<file path="config.mk">
export PLATFORM = sky130hd
export DESIGN_NAME = score_ssd_driver
export DESIGN_NICKNAME = d
export VERILOG_FILES = /design/src/rtl/score_ssd_driver.sv
export SDC_FILE = /design/constraint.sdc
export NUM_CORES = 1
export LEC_CHECK = 0
export BUFFER_PORTS_ARGS = -buffer_cell sky130_fd_sc_hd__buf_4
export CORE_MARGIN = 5
export CORE_UTILIZATION = 60
export DETAILED_ROUTE_END_ITERATION = 10
export PLACE_DENSITY = 0.79
export SLEW_MARGIN = 10
export SYNTH_ARGS = -nofsm -noshare
export SYNTH_HDL_FRONTEND = slang
export SYNTH_SLANG_ARGS = --single-unit
</file>
<file path="constraint.sdc">
create_clock -name clk -period 2.72 [get_ports clk]
set_clock_uncertainty 0.05 [all_clocks]
set_input_delay 0.136 -clock clk [delete_from_list [all_inputs] [get_ports clk]]
set_output_delay 0.136 -clock clk [all_outputs]
set_load 0.02 [all_outputs]
</file>
<file path="src/rtl/score_ssd_driver.sv">
// Score display driver: binary score -> 4 BCD digits (double-dabble) -> multiplexed 7-segment scan.
// Latency: 16 clk from a score change to new display digits (capture, 14 shifts, latch); scan outputs registered (+1 clk).
// Backpressure: none; a score change mid-conversion is picked up by a fresh conversion once the current one latches.
//
// Ports:
//   clk       - system clock, rising edge
//   reset_n   - asynchronous active-low reset
//   score     - unsigned binary score, synchronous to clk
//   anode     - digit enables, active low, bit 0 = units digit
//   ssdOut    - segments {a,b,c,d,e,f,g} in [6:0], active low
//   conv_busy - high while a BCD conversion is in flight
module score_ssd_driver #(
    parameter int SCAN_BITS     = 18,
    parameter bit BLANK_LEADING = 1'b1
) (
    input  logic        clk,
    input  logic        reset_n,
    input  logic [15:0] score,
    output logic [3:0]  anode,
    output logic [6:0]  ssdOut,
    output logic        conv_busy
);

    typedef enum logic [1:0] {
        IDLE  = 2'd0,
        SHIFT = 2'd1,
        LATCH = 2'd2
    } state_t;

    // Active-low segment pattern for one BCD digit; non-BCD codes blank.
    function automatic logic [6:0] seg_encode(input logic [3:0] nib);
        logic [6:0] seg;
        case (nib)
            4'd0:    seg = 7'b0000001;
            4'd1:    seg = 7'b1001111;
            4'd2:    seg = 7'b0010010;
            4'd3:    seg = 7'b0000110;
            4'd4:    seg = 7'b1001100;
            4'd5:    seg = 7'b0100100;
            4'd6:    seg = 7'b0100000;
            4'd7:    seg = 7'b0001111;
            4'd8:    seg = 7'b0000000;
            4'd9:    seg = 7'b0000100;
            default: seg = 7'b1111111;
        endcase
        return seg;
    endfunction

    // Double-dabble correction: a nibble that will reach >= 10 after the shift gets +3 first.
    function automatic logic [3:0] add3(input logic [3:0] nib);
        return (nib >= 4'd5) ? nib + 4'd3 : nib;
    endfunction

    // Conversion state
    state_t         state_q, state_d;
    logic           first_q, first_d;     // forces one conversion right after reset release
    logic [15:0]    sampled_q, sampled_d;
    logic [13:0]    bin_q, bin_d;         // 9999 fits in 14 bits
    logic [15:0]    bcd_q, bcd_d;
    logic [3:0]     cnt_q, cnt_d;
    logic [15:0]    digits_q, digits_d;   // displayed digits, only updated in LATCH
    logic           busy_q, busy_d;

    // Scan state
    logic [SCAN_BITS-1:0] scan_q, scan_d;
    logic [3:0]           anode_q, anode_d;
    logic [6:0]           seg_q, seg_d;

    logic [13:0] sat;
    logic [15:0] bcd_adj;
    logic [1:0]  slot;
    logic [3:0]  slot_digit;
    logic        z1, z2, z3;
    logic        blank;

    assign sat = (score > 16'd9999) ? 14'd9999 : score[13:0];

    always_comb begin
        state_d   = state_q;
        first_d   = first_q;
        sampled_d = sampled_q;
        bin_d     = bin_q;
        bcd_d     = bcd_q;
        cnt_d     = cnt_q;
        digits_d  = digits_q;
        busy_d    = busy_q;
        bcd_adj   = {add3(bcd_q[15:12]), add3(bcd_q[11:8]), add3(bcd_q[7:4]), add3(bcd_q[3:0])};

        case (state_q)
            IDLE: begin
                if (first_q || (score != sampled_q)) begin
                    first_d   = 1'b0;
                    sampled_d = score;
                    bin_d     = sat;
                    bcd_d     = '0;
                    cnt_d     = '0;
                    busy_d    = 1'b1;
                    state_d   = SHIFT;
                end
            end
            SHIFT: begin
                // {bcd, bin} <<= 1 after the per-nibble correction
                bcd_d = {bcd_adj[14:0], bin_q[13]};
                bin_d = {bin_q[12:0], 1'b0};
                cnt_d = cnt_q + 4'd1;
                if (cnt_q == 4'd13) begin
                    state_d = LATCH;
                end
            end
            LATCH: begin
                digits_d = bcd_q;
                busy_d   = 1'b0;
                state_d  = IDLE;
            end
            default: begin
                state_d = IDLE;
            end
        endcase
    end

    always_comb begin
        scan_d     = scan_q + SCAN_BITS'(1);
        slot       = scan_q[SCAN_BITS-1 -: 2];
        z1         = (digits_q[7:4]   == 4'd0);
        z2         = (digits_q[11:8]  == 4'd0);
        z3         = (digits_q[15:12] == 4'd0);
        slot_digit = 4'd0;
        blank      = 1'b0;

        // A digit is blank only when it and every higher digit are zero; units always shown.
        case (slot)
            2'd0: begin slot_digit = digits_q[3:0];   blank = 1'b0;           end
            2'd1: begin slot_digit = digits_q[7:4];   blank = z3 & z2 & z1;   end
            2'd2: begin slot_digit = digits_q[11:8];  blank = z3 & z2;        end
            default: begin slot_digit = digits_q[15:12]; blank = z3;          end
        endcase

        if (BLANK_LEADING && blank) begin
            anode_d = 4'b1111;
            seg_d   = 7'b1111111;
        end else begin
            anode_d = ~(4'b0001 << slot);
            seg_d   = seg_encode(slot_digit);
        end
    end

    always_ff @(posedge clk or negedge reset_n) begin
        if (!reset_n) begin
            state_q   <= IDLE;
            first_q   <= 1'b1;
            sampled_q <= '0;
            bin_q     <= '0;
            bcd_q     <= '0;
            cnt_q     <= '0;
            digits_q  <= '0;
            busy_q    <= 1'b0;
            scan_q    <= '0;
            anode_q   <= 4'b1111;
            seg_q     <= 7'b1111111;
        end else begin
            state_q   <= state_d;
            first_q   <= first_d;
            sampled_q <= sampled_d;
            bin_q     <= bin_d;
            bcd_q     <= bcd_d;
            cnt_q     <= cnt_d;
            digits_q  <= digits_d;
            busy_q    <= busy_d;
            scan_q    <= scan_d;
            anode_q   <= anode_d;
            seg_q     <= seg_d;
        end
    end

    assign anode     = anode_q;
    assign ssdOut    = seg_q;
    assign conv_busy = busy_q;

endmodule

</file>
==> results.yml <==
status:
  status: "finished, final reports clean"
floorplanning:
  initial_utilization_pct: 61.2
  core.rowCount: 32
  ios: 30
  die_y_um: 98.6
  die_w_um: 98.6
  dieArea_mm2: 0.00971
  core_mm2: 0.00769
placed_design:
  pre_cts_ws_ns: 0.418
  portBuffers: 29
  place_congestion: 0.809
  placed_cells: 555
  hpwl_um: 6010
clock_tree:
  cts_resized: 0
  cts_root_buffer: "clkbuf_8"
  cts_setup_buffers: 0
  h-tree-depth: 3
  clk_latency_ns: 0.36
  cts_tree: "built"
  ctsHoldBuffers: 13
  numCtsBuffers: 9
  clockBufferDepth: 2
  cts_sinks: 99
  clk_pin_slew_ns: 0.10
yosys:
  synthSimpleGateAreaFrac_pct: 13.5
  synth_top_area_cell: "dfrtp_1"
  synthArstFlopShare_pct: 100
  synth.mux.area_fraction_pct: 9.44
  synth_compound_area_share_pct: 9.70
  synthAdderAreaFrac_pct: 4.25
  synth_common_cells: "dfrtp_1 (87), o21ai_0 (42), nand3_1 (41), nand2_1 (33), mux2_2 (29)"
  ys_top_cells_by_area: "dfrtp_1 (46%), mux2_2 (6.9%), dfstp_2 (6.7%), o21ai_0 (4.5%), nand3_1 (4.4%)"
  ys_seq_elements: 99
  yosysWarnings: 0
  syn-cell-area_mm2: 0.00471
  synth_nets: 467
  synth_top_area_share_pct: 46.3
  synthXorXnorAreaFrac_pct: 6.89
  avgSynthCellArea_um2: 10.9
  synth_most_common_cell: "dfrtp_1"
  ys_types: 43
  syn_inst: 433
  synth_top_family_by_area: "simple AND/OR/NAND/NOR gates"
  ys.flop_type: "dfrtp_1"
  seq_area_frac_synth_pct: 53.0
  synth_edf_count: 0
final_layout:
  multiInputGateArea_mm2: 0.00206
  utilization_pct: 69.9
  drive_gt1_share_pct: 20.3
  seqCellArea_mm2: 0.00249
  antenna-diode-count: 0
  filler_cell_count: 559
  layout.cells.non_filler: 584
  fin_nets: 511
  area_delta_synth_final_pct: 14.1
critical_path:
  cp.required_ns: 2.92
  crit_fanout: 10
  critPathLaunchType: "input pin"
  arrival_ns: 2.71
  path_class: "input pin to flip-flop"
  cp-end-kind: "flip-flop"
sta:
  period_needed_ns: 2.51
  tightest_slew_ns: 0.731
  setup_tns_ns: 0
  fmax_ghz: 0.399
  slew_headroom_pct: 51.2
  finalWorstSetupSlack_ns: 0.211
  grt_setup_unrepaired: "false"
  period_share_pct: 92.2
  slew_violations: 0
  setup_viol: 0
  hold_viol_final: 0
detailed_routing:
  first_iter_violations: 180
  ant_nets: 0
  viasPerCell: 5.55
  wl_um: 8960
  drcViolationCount: 0
  dr_total_vias: 3243
  wl_per_cell_um: 15.3
  firstDrtPassIters: 4
global_route:
  grt_overflow: 0
  antenna_found_initial: 0
  grt_pass1_vias: 3331
  grt_max_degree: 58
  grt_usage_pct: 20.0
  grt_first_pass_wirelength_um: 15800
job:
  cap_violations: 0
pwr:
  p_leak_uw: 0.00241
  power_density_mw_per_mm2: 1050
  ir_worst_vdd_uv: 680
hold_path:
  hold_path.class: "input pin to flip-flop"
==> per-stage QoR <==
stage	hold slack [ns]	power (uW)	instance area, um^2
after detailed placement	0.191	4660	5040
after global placement	0.191	4520	5040
after floorplan	-0.210	4080	4710
final	0.0183	5630	5370
after global routing	0.00220	6060	5370
after CTS	0.00179	5640	5370
==> layout make-up <==
class                   count  share of cell area (%)
inverters                  20                    1.40
well taps                 102                    2.38
flip-flops and latches     99                    46.4
repair buffers             49                    7.69
clock buffers               9                    2.31
multi-input cells         298                    38.4
clock inverters             7                    1.44
==> power by group <==
group	leakage (uW)	switching [uW]	total (uW)	internal [uW]
registers	0.00121	399	2440	2040
logic	0.00110	1180	2220	1040
clock network	0.0000950	533	965	432
total	0.00241	2120	5630	3510
==> cells in the final DEF, fill, tap and decap left out, types with 4 or more instances in the layout <==
cell,n
and2_1,4
clkbuf_8,9
nor3_1,9
nor4_1,5
nand3_1,41
inv_1,19
nand2_1,33
ha_1,16
nor2_1,18
o21ai_0,42
mux2i_1,5
nand2b_1,7
o22ai_1,7
xor2_1,17
a21oi_1,13
a22o_1,5
xnor2_1,20
dfrtp_1,87
dlygate4sd3_1,13
mux2_2,29
dfstp_2,12
buf_4,35
==> kinds of logic after synthesis <==
| family | count (synthesis) |
|---|---|
| adder cells (fa/ha/maj) | 16 |
| buffers and inverters | 36 |
| XOR/XNOR | 37 |
| AO/OA/AOI/OAI | 78 |
| AND/OR/NAND/NOR | 130 |
| multiplexers | 37 |
| flip-flops | 99 |
==> worst max-delay path, cell delays in order <==
cell and delay [ns]:
dlygate4sd3_1 0.54, buf_4 0.16, xnor2_1 0.26, nand2_1 0.10
or4_4 0.55, o21ai_4 0.18, and2_1 0.39, mux2_2 0.39
==> registers in the layout, indices dropped and copies added (netlist names) <==
signal and count:
conv_busy 1, scan_q 18, cnt_q 4, bcd_q 16, first_q 1, ssdOut 7, bin_q 14, digits_q 16
state_q 2, sampled_q 16, anode 4
==> path summary, 6_finish.rpt <==
| check | cells after the start | endpoint | startpoint | slack (ns) |
|---|---|---|---|---|
| min | 2 | sampled_q[4] | score[4] | 0.02 |
| min in group asynchronous | 2 | cnt_q[0] | reset_n | 0.33 |
| min reg2reg | 1 | scan_q[0] | scan_q[0] | 0.41 |
| max in group asynchronous | 3 | ssdOut[6] | reset_n | 1.56 |
| max | 8 | bin_q[7] | score[15] | 0.21 |
| max reg2reg | 6 | bin_q[7] | sampled_q[15] | 0.25 |
==> layer usage <==
| layer | vias up | share of wire, % | GRT usage (%) |
|---|---|---|---|
| li1 | 1589 | - | - |
| met1 | 1591 | 46 | 27.2 |
| met2 | 50 | 49 | 32.8 |
| met3 | 13 | 3.2 | 4.18 |
| met4 | 0 | 1.5 | 6.09 |
| met5 | - | 0 | 0 |
Note: power is estimated with default switching activity, not from simulation.
